File: src/rtl/seq_div_pkg.sv
// Shared types and constants for the sequential signed divider.
package seq_div_pkg;

   typedef enum logic [1:0] {
      IDLE = 2'd0,
      CALC = 2'd1,
      FIX  = 2'd2
   } div_state_t;

   localparam int unsigned DIV_WIDTH = 32;
   localparam int unsigned DIV_CNT_W = $clog2(DIV_WIDTH);

endpackage

File: src/rtl/div_restore_step.sv
// One radix-2 restoring division iteration: shift, trial subtract, restore.
module div_restore_step #(
   parameter int unsigned WIDTH = 32
) (
   input  logic [WIDTH:0]   rem,
   input  logic [WIDTH-1:0] dvd,
   input  logic [WIDTH-1:0] dsr,
   output logic [WIDTH:0]   rem_next,
   output logic [WIDTH-2:0] dvd_next,
   output logic             qbit
);

   logic [WIDTH:0] shifted;
   logic [WIDTH:0] diff;
   logic           rem_msb_unused;

   // The remainder stays below |b| <= 2^(WIDTH-1), so its top bit never carries information.
   assign rem_msb_unused = rem[WIDTH];

   always_comb begin
      shifted  = {rem[WIDTH-1:0], dvd[WIDTH-1]};
      diff     = shifted - {1'b0, dsr};
      qbit     = ~diff[WIDTH];
      rem_next = qbit ? diff : shifted;
      dvd_next = dvd[WIDTH-2:0];
   end

endmodule

File: src/rtl/seq_signed_divider.sv
// Multi-cycle signed divider (quotient truncates toward zero, remainder follows dividend).
// Optional: define SEQ_DIV_FAST_PATH_EN to skip CALC when a==0 or b==0.
module seq_signed_divider
   import seq_div_pkg::*;
#(
   parameter int unsigned WIDTH = DIV_WIDTH
) (
   input  logic             clk,
   input  logic             rst,
   input  logic             start,
   input  logic [WIDTH-1:0] a,
   input  logic [WIDTH-1:0] b,
   output logic             busy,
   output logic             done,
   output logic [WIDTH-1:0] quotient,
   output logic [WIDTH-1:0] remainder,
   output logic             div_by_zero
);

   localparam int unsigned CW = $clog2(WIDTH);
   localparam logic [CW-1:0] CNT_LOAD = CW'(WIDTH - 1);

   div_state_t       state, state_n;
   logic [CW-1:0]    cnt, cnt_n;
   logic [WIDTH:0]   rem, rem_n;
   logic [WIDTH-1:0] dvd, dvd_n;
   logic [WIDTH-1:0] bmag, bmag_n;
   logic             sign_q, sign_q_n;
   logic             sign_r, sign_r_n;
   logic             dz, dz_n;
   logic             busy_n, done_n, div_by_zero_n;
   logic [WIDTH-1:0] quotient_n, remainder_n;
   logic [WIDTH-1:0] amag_in, bmag_in;

   logic [WIDTH:0]   step_rem;
   logic [WIDTH-2:0] step_dvd;
   logic             step_qbit;

   div_restore_step #(.WIDTH(WIDTH)) u_step (
      .rem      (rem),
      .dvd      (dvd),
      .dsr      (bmag),
      .rem_next (step_rem),
      .dvd_next (step_dvd),
      .qbit     (step_qbit)
   );

   // |-2^(WIDTH-1)| wraps to itself, which is exactly 2^(WIDTH-1) read as unsigned.
   assign amag_in = a[WIDTH-1] ? -a : a;
   assign bmag_in = b[WIDTH-1] ? -b : b;

   always_comb begin
      state_n       = state;
      cnt_n         = cnt;
      rem_n         = rem;
      dvd_n         = dvd;
      bmag_n        = bmag;
      sign_q_n      = sign_q;
      sign_r_n      = sign_r;
      dz_n          = dz;
      busy_n        = busy;
      done_n        = 1'b0;
      quotient_n    = quotient;
      remainder_n   = remainder;
      div_by_zero_n = div_by_zero;
      unique case (state)
         IDLE: begin
            if (start) begin
               busy_n   = 1'b1;
               sign_q_n = a[WIDTH-1] ^ b[WIDTH-1];
               sign_r_n = a[WIDTH-1];
               dz_n     = (b == '0);
               bmag_n   = bmag_in;
               cnt_n    = CNT_LOAD;
`ifdef SEQ_DIV_FAST_PATH_EN
               // Preload the final iteration state so FIX yields the same results as CALC would.
               if ((b == '0) || (a == '0)) begin
                  rem_n   = {1'b0, amag_in};
                  dvd_n   = '0;
                  state_n = FIX;
               end else begin
                  rem_n   = '0;
                  dvd_n   = amag_in;
                  state_n = CALC;
               end
`else
               rem_n    = '0;
               dvd_n    = amag_in;
               state_n  = CALC;
`endif
            end
         end
         CALC: begin
            rem_n = step_rem;
            dvd_n = {step_dvd, step_qbit};
            if (cnt == '0) begin
               state_n = FIX;
            end else begin
               cnt_n = cnt - 1'b1;
            end
         end
         FIX: begin
            quotient_n    = dz ? '1 : (sign_q ? -dvd : dvd);
            remainder_n   = sign_r ? -rem[WIDTH-1:0] : rem[WIDTH-1:0];
            div_by_zero_n = dz;
            done_n        = 1'b1;
            busy_n        = 1'b0;
            state_n       = IDLE;
         end
         default: state_n = IDLE;
      endcase
   end

   always_ff @(posedge clk or posedge rst) begin
      if (rst) begin
         state       <= IDLE;
         cnt         <= '0;
         rem         <= '0;
         dvd         <= '0;
         bmag        <= '0;
         sign_q      <= 1'b0;
         sign_r      <= 1'b0;
         dz          <= 1'b0;
         busy        <= 1'b0;
         done        <= 1'b0;
         quotient    <= '0;
         remainder   <= '0;
         div_by_zero <= 1'b0;
      end else begin
         state       <= state_n;
         cnt         <= cnt_n;
         rem         <= rem_n;
         dvd         <= dvd_n;
         bmag        <= bmag_n;
         sign_q      <= sign_q_n;
         sign_r      <= sign_r_n;
         dz          <= dz_n;
         busy        <= busy_n;
         done        <= done_n;
         quotient    <= quotient_n;
         remainder   <= remainder_n;
         div_by_zero <= div_by_zero_n;
      end
   end

endmodule

File: config.mk
export PLATFORM = sky130hd
export DESIGN_NAME = seq_signed_divider
export DESIGN_NICKNAME = d
export VERILOG_FILES = /design/src/rtl/seq_div_pkg.sv /design/src/rtl/div_restore_step.sv /design/src/rtl/seq_signed_divider.sv
export SDC_FILE = /design/constraint.sdc
export NUM_CORES = 1
export LEC_CHECK = 0
export BUFFER_PORTS_ARGS = -buffer_cell sky130_fd_sc_hd__buf_2
export CAP_MARGIN = 20
export CORE_MARGIN = 4
export CORE_UTILIZATION = 49
export DETAILED_ROUTE_END_ITERATION = 7
export MAX_ROUTING_LAYER = met4
export PLACE_DENSITY = 0.69
export SLEW_MARGIN = 20
export SYNTH_ARGS = -nofsm -noshare
export SYNTH_HDL_FRONTEND = slang
export SYNTH_SLANG_ARGS = --single-unit
File: constraint.sdc
create_clock -name clk -period 6.6 [get_ports clk]
set_clock_uncertainty 0.2 [all_clocks]
set_input_delay 1.32 -clock clk [delete_from_list [all_inputs] [get_ports clk]]
set_output_delay 1.32 -clock clk [all_outputs]
set_load 0.01 [all_outputs]
==> flow_summary_export.csv, run 1 <==
group,metric,value,unit
clock_network,clock_path_buffers,2,
worst_hold_path,hold_end,"div_by_zero",
synth,netlist_top_cells_area,"dfrtp_1, xor2_1, o21ai_0, nand2_1, ha_1",
routing,wl_per_cell,16.30,um
final_layout,area_growth,13.58,%
critical_path,path_max_fanout,30,
timing,layout_min_cycle_time,4171,ps
synth,synth-compound-area-share,20.82,%
clock_network,post_cts_buffers,0,
clock_network,hold_buffers,0,
synth,async_reset_ff_share,100.0,%
final_layout,regArea,4329,sq um
global_route,grt_pass1_vias,8620,
routing,dr.pass1.iters,6,
place,place_hpwl,19.57,mm
critical_path,cp_top_family,"compound AO/OA/AOI/OAI gates",
global_route,grt_pass1_wl,43.62,mm
global_route,track_usage,22.35,%
critical_path,worst_path_largest_cell_delay,510,ps
routing,wl,26.57,mm
power,leakage,5.610,nW
critical_path,worst_setup_path_start_kind,"register",
power,worst_ir_drop_vdd,0.2544,mV
critical_path,r2r_slack,2430,ps
synth,synth_seq_area_share,39.98,%
synth,netlist_area,10830,sq um
floorplanning,die_width,156.7,um
global_route,antenna_found_initial,0,
clock_network,numCtsBuffers,17,
routing,vias,9146,
floorplanning,initial_core_util,49.78,%
clock_network,cts_resized,0,
floorplanning,die_h,156.7,um
timing,slew_headroom,35.53,%
critical_path,cp.buffers_inverters,2,
timing,finalMaxSlewViolations,0,
global_route,grt_overflow,0,
routing,drc_errors,0,
timing,fin_tns_setup,0,ps
worst_hold_path,hold_class,"reg2reg",
timing,setup_viol,0,
place,io_buffers,133,
synth,synth-main-ff-cell,"dfrtp_1",
final_layout,drive_gt1_share,14.81,%
timing,finalHoldViolCount,0,
routing,drt_iter0_drc,627,
power,power_density,573.8,nW/um^2
synth,ys_seq_elements,173,
timing,worst_slew_pin_slew,967.1,ps
floorplanning,die-area,24540,sq um
synth,synth_top_cell_by_area,"dfrtp_1",
critical_path,critPathRequiredTime,6710,ps
outcome,status,"finished clean",
place,gp_congestion,0.9086,
floorplanning,row_count,54,
critical_path,cp_slowest_cell,"buf_4",
power,power,7.057,mW
synth,synthCells,1234,
final_layout,fill_cells,1976,
floorplanning,core-area,21760,sq um
synth,avgSynthCellArea,8.776,sq um
synth,synth_simple_gate_area_share,15.54,%
synth,synth_top_area_share,39.98,%
clock_network,root_buffer,"clkbuf_16",
final_layout,n_antenna_cell,0,
critical_path,criticalPathCategory,"reg2reg",
synth,ys_warn_count,0,
critical_path,cp_common_cell,"a21oi_1",
synth,syn_nets,1340,
synth,yosysMostFrequentCell,"dfrtp_1",
floorplanning,io_pins,134,
clock_network,htree_num_levels,4,
timing,max_clock_freq,0.2397,GHz
synth,synth_edf_count,0,
synth,synth.area.mux_share,2.865,%
synth,synth_fa_ha_area_share,4.575,%
routing,ant_nets,0,
clock_network,clkSinkCount,173,
synth,synth_top_family_by_area,"compound AO/OA/AOI/OAI gates",
worst_hold_path,whs_path_depth,2,
final_layout,nets,1443,
clock_network,clk_latency,430,ps
timing,rsz0062_at_grt,"false",
clock_network,cts_tree,"done",
final_layout,multi_input_area,6102,sq um
critical_path,rr_endpoint,"rem[25]",
critical_path,crit_chain,"inv_1 -> ha_1 -> fa_1 -> nand2b_1 -> a21oi_1 -> o21ai_1 -> and4_1 -> o21bai_1 -> a31oi_1 -> a21oi_1 -> xnor2_2 -> buf_4 -> a311oi_1 -> a311o_1",
flow_run,cap_violations,0,
synth,yosys-top-cells-count,"dfrtp_1, nand2_1, o21ai_0, xor2_1, a21oi_1",
timing,fin_crit_sh,63.20,%
critical_path,r2r_start,"dvd[31]",
worst_hold_path,min_from,"div_by_zero",
global_route,grt_max_degree,83,
synth,synth_cell_types,61,
clock_network,path_clk_slew,70,ps
routing,vias_per_cell,5.611,
critical_path,rr_worst_depth,14,
critical_path,critPathCaptureType,"register",
critical_path,arrival,4280,ps
synth,synth_xor_area_share,12.29,%
flip-flops by register name (all words and copies together) (netlist names):
| register | count |
|---|---|
| remainder | 32 |
| sign_q | 1 |
| dvd | 32 |
| dz | 1 |
| cnt | 5 |
| done | 1 |
| rem | 32 |
| sign_r | 1 |
| div_by_zero | 1 |
| quotient | 32 |
| state | 2 |
| busy | 1 |
| bmag | 32 |
worst min-delay path, stage by stage (launching register included):
cell and delay (ps):
dfrtp_1 340, nand2_1 50, nand2_1 50
power breakdown:
| group | leakage, nW | internal (mW) | switching, mW |
|---|---|---|---|
| clock network | 0.277 | 0.543 | 0.435 |
| registers | 2.07 | 1.60 | 0.596 |
| logic | 3.26 | 1.71 | 2.17 |
per-layer routing:
| layer | part of all wire (%) | vias to the layer above | global-route usage [%] | wire length, um |
|---|---|---|---|---|
| met3 | 5.3 | 22 | 3.485 | 1409 |
| met2 | 45 | 230 | 33.97 | 11910 |
| met1 | 49 | 4341 | 32.00 | 13010 |
| met5 | 0 | - | - | 0 |
| li1 | - | 4553 | - | - |
| met4 | 0.91 | 0 | 4.339 | 241 |
cells in the final DEF, fill, tap and decap left out, drive strengths merged, types with 2 or more instances in the layout:
cell	instances
dfrtp	173
o21ai	172
nand2	163
buf	144
xor2	116
a21oi	73
nor2	71
inv	54
ha	38
o31ai	36
xnor2	36
mux2i	31
a22oi	30
nand3	24
o41ai	20
clkbuf	20
or4	17
or3	16
nand2b	16
nor4	9
a21o	8
nor3	8
nor2b	7
clkinv	7
or2	6
o211ai	5
o21bai	4
nand4	4
a31oi	4
and3	4
nand3b	3
and2	3
o21a	3
a311oi	3
a221o	2
clkinvlp	2
how the worst max path moves through the flow:
stage / from / end / slack, ps / cells after the start
6_report: dvd[31] / rem[25] / 2430 / 14
2_1_floorplan: rst / bmag[0] / 390 / 1
4_1_cts: dvd[31] / rem[25] / 2470 / 14
3_5_place_dp: b[6] / bmag[28] / 2320 / 9
5_1_grt: dvd[31] / rem[6] / 2070 / 14
3_3_place_gp: a[2] / dvd[27] / 2360 / 11
kinds of logic after synthesis:
group                      after synthesis
adders and majority gates               39
xor gates and xnor gates               152
muxes                                   31
DFF                                    173
AOI/OAI and AO/OA                      372
and+or+nand+nor                        355
buffers and inverters                  112
metrics by stage:
| step | area [sq um] | util [%] | hold WS, ps | instances | worst slack (ps) |
|---|---|---|---|---|---|
| 2_1_floorplan | 10830 | - | 249.8 | 1234 | 391.5 |
| 3_3_place_gp | 11730 | 53.92 | 254.6 | 1598 | 2361 |
| 3_5_place_dp | 11730 | 53.92 | 260.1 | 1598 | 2322 |
| 4_1_cts | 12300 | 56.53 | 277.0 | 1630 | 2468 |
| 5_1_grt | 12300 | 56.53 | 304.5 | 1630 | 2073 |
| 6_report | 12300 | 56.53 | 272.1 | 1630 | 2429 |
cell type report:
| cell class | count | area share, % |
|---|---|---|
| sequential | 173 | 35.20 |
| inverter | 52 | 1.628 |
| clock inverter | 12 | 0.9156 |
| clock buffer | 20 | 3.713 |
| multi-input combinational | 949 | 49.61 |
| timing repair buffer | 144 | 6.083 |
| tap | 280 | 2.848 |
No activity file was read; power rests on OpenSTA's default activity.
==> run 2, diff against run 1 <==
==> constraint.sdc (replaced) <==
create_clock -name clk -period 4.3 [get_ports clk]
set_clock_uncertainty 0.2 [all_clocks]
set_input_delay 0.86 -clock clk [delete_from_list [all_inputs] [get_ports clk]]
set_output_delay 0.86 -clock clk [all_outputs]
set_load 0.01 [all_outputs]
==> run 2 against run 1 <==
Net effect:
- register-to-register slack got worse by 1900 ps
- sequential power is 53% higher
- worst hold slack better by 5.4 ps
- global-route usage increased by 0.22 points
- power increased by 56%
- fmax increased by 9.7%
- sequential share of layout area shrank 0.30 points
- combinational power up 55%
- core utilization is 0.49 points higher
- first-iteration DRC count is 1.8% lower
- via count increased by 0.89%
- largest cell class unchanged
==> flow_summary_export.csv, run 2 (synthesized netlist as in run 1, its figures left out) <==
group,metric,value,unit
outcome,status,"finished clean",
critical_path,r2r_start,"dvd[31]",
timing,fin_tns_setup,0,ps
routing,drc_errors,0,
routing,vias_per_cell,5.650,
final_layout,layoutNonFillerInstCount,1633,
critical_path,criticalPathCategory,"reg2reg",
final_layout,nets,1447,
routing,drt_iter0_drc,616,
timing,max_clock_freq,0.2630,GHz
floorplanning,core-area,21760,sq um
global_route,grt_max_degree,75,
timing,setup_viol,0,
power,power_density,887.3,nW/um^2
power,leakage,5.654,nW
timing,slew_headroom,35.30,%
critical_path,worst_setup_path_start_kind,"register",
global_route,grt_pass1_vias,8669,
timing,worst_slew_pin_slew,970.5,ps
worst_hold_path,hold_class,"reg2reg",
place,io_buffers,133,
floorplanning,initial_core_util,49.78,%
place,dp.cells,1602,
timing,fin_crit_sh,88.41,%
timing,layout_min_cycle_time,3802,ps
final_layout,layout_commonest_cell,"dfrtp_1",
timing,rsz0062_at_grt,"false",
clock_network,root_buffer,"clkbuf_16",
clock_network,clk_latency,430,ps
place,gp_congestion,0.8780,
floorplanning,die_width,156.7,um
routing,ant_nets,0,
timing,finalMaxSlewViolations,0,
floorplanning,die_h,156.7,um
place,post_dp_cell_area,11800,sq um
global_route,grt_overflow,0,
global_route,grt_pass1_wl,43.93,mm
routing,dr.pass1.iters,5,
worst_hold_path,hold_end,"remainder[30]",
clock_network,hold_buffers,0,
final_layout,layout_common_cells,"dfrtp_1, nand2_1, o21ai_0",
final_layout,drive_gt1_share,15.15,%
clock_network,htree_num_levels,4,
routing,wl_per_cell,16.35,um
worst_hold_path,min_from,"remainder[30]",
routing,vias,9227,
clock_network,clkSinkCount,173,
final_layout,fin_util,57.02,%
clock_network,cts_tree,"done",
place,place_hpwl,19.72,mm
critical_path,r2r_slack,500,ps
floorplanning,io_pins,134,
critical_path,path_max_fanout,26,
final_layout,fill_cells,1995,
timing,finalHoldViolCount,0,
critical_path,rr_endpoint,"rem[14]",
critical_path,critPathCaptureType,"register",
final_layout,fin_area,12410,sq um
clock_network,cts_resized,0,
clock_network,post_cts_buffers,0,
routing,wl,26.70,mm
clock_network,path_clk_slew,70,ps
final_layout,n_antenna_cell,0,
critical_path,rr_worst_depth,14,
worst_hold_path,whs_path_depth,2,
clock_network,numCtsBuffers,17,
floorplanning,die-area,24540,sq um
flow_run,cap_violations,0,
global_route,antenna_found_initial,0,
power,worst_ir_drop_vdd,0.4475,mV
critical_path,arrival,3870,ps
final_layout,area_growth,14.56,%
critical_path,critPathRequiredTime,4370,ps
global_route,track_usage,22.57,%
floorplanning,row_count,54,
clock_network,clock_path_buffers,2,
==> run 2: final cells by class <==
class / instances / area, sq um / share of cell area [%]
inverter: 52 / 198.9 / 1.604
tap: 280 / 350.3 / 2.824
multi-input combinational: 949 / 6105 / 49.21
clock inverter: 14 / 181.4 / 1.462
sequential: 173 / 4329 / 34.90
clock buffer: 17 / 425.4 / 3.429
timing repair buffer: 148 / 815.8 / 6.576
==> run 2: worst max path at each step <==
stage	from	end	slack, ps
after floorplan	b[6]	bmag[29]	760
after CTS	rem[6]	rem[14]	520
after global routing	rem[6]	rem[9]	250
final	dvd[31]	rem[14]	500
after detailed placement	b[6]	bmag[28]	520
after global placement	b[6]	bmag[29]	540
==> run 2: worst max-delay path: stages (launching register included) <==
cell	delay (ps)
dfrtp_1	390
inv_1	70
ha_1	220
fa_1	400
nand2b_1	170
a21oi_1	200
o21ai_1	150
and4_1	250
o21bai_1	230
a31oi_1	160
a21oi_1	260
xnor2_2	350
buf_12	290
mux2i_1	200
o21ai_0	100
==> run 2: power breakdown <==
group	total, mW	switching [mW]	internal, mW
sequential	3.36	0.911	2.45
combinational	6.03	3.33	2.70
clock	1.61	0.686	0.925
==> run 2: per-layer routing <==
layer | wire length (um) | part of all wire (%) | track usage [%] | vias up
li1 | - | - | - | 4587
met1 | 13030 | 49 | 31.71 | 4343
met2 | 11860 | 44 | 34.69 | 265
met3 | 1433 | 5.4 | 3.180 | 32
met4 | 380 | 1.4 | 5.579 | 0
met5 | 0 | 0 | - | -
==> run 2: stage by stage <==
stage	setup slack, ps	total power [mW]	hold slack, ps
global route	251.2	12.02	299.9
floorplan	760.8	7.722	249.8
finish	498.2	11.01	277.5
detailed placement	515.3	9.364	267.5
global placement	536.8	9.228	258.7
CTS	518.9	11.02	282.4
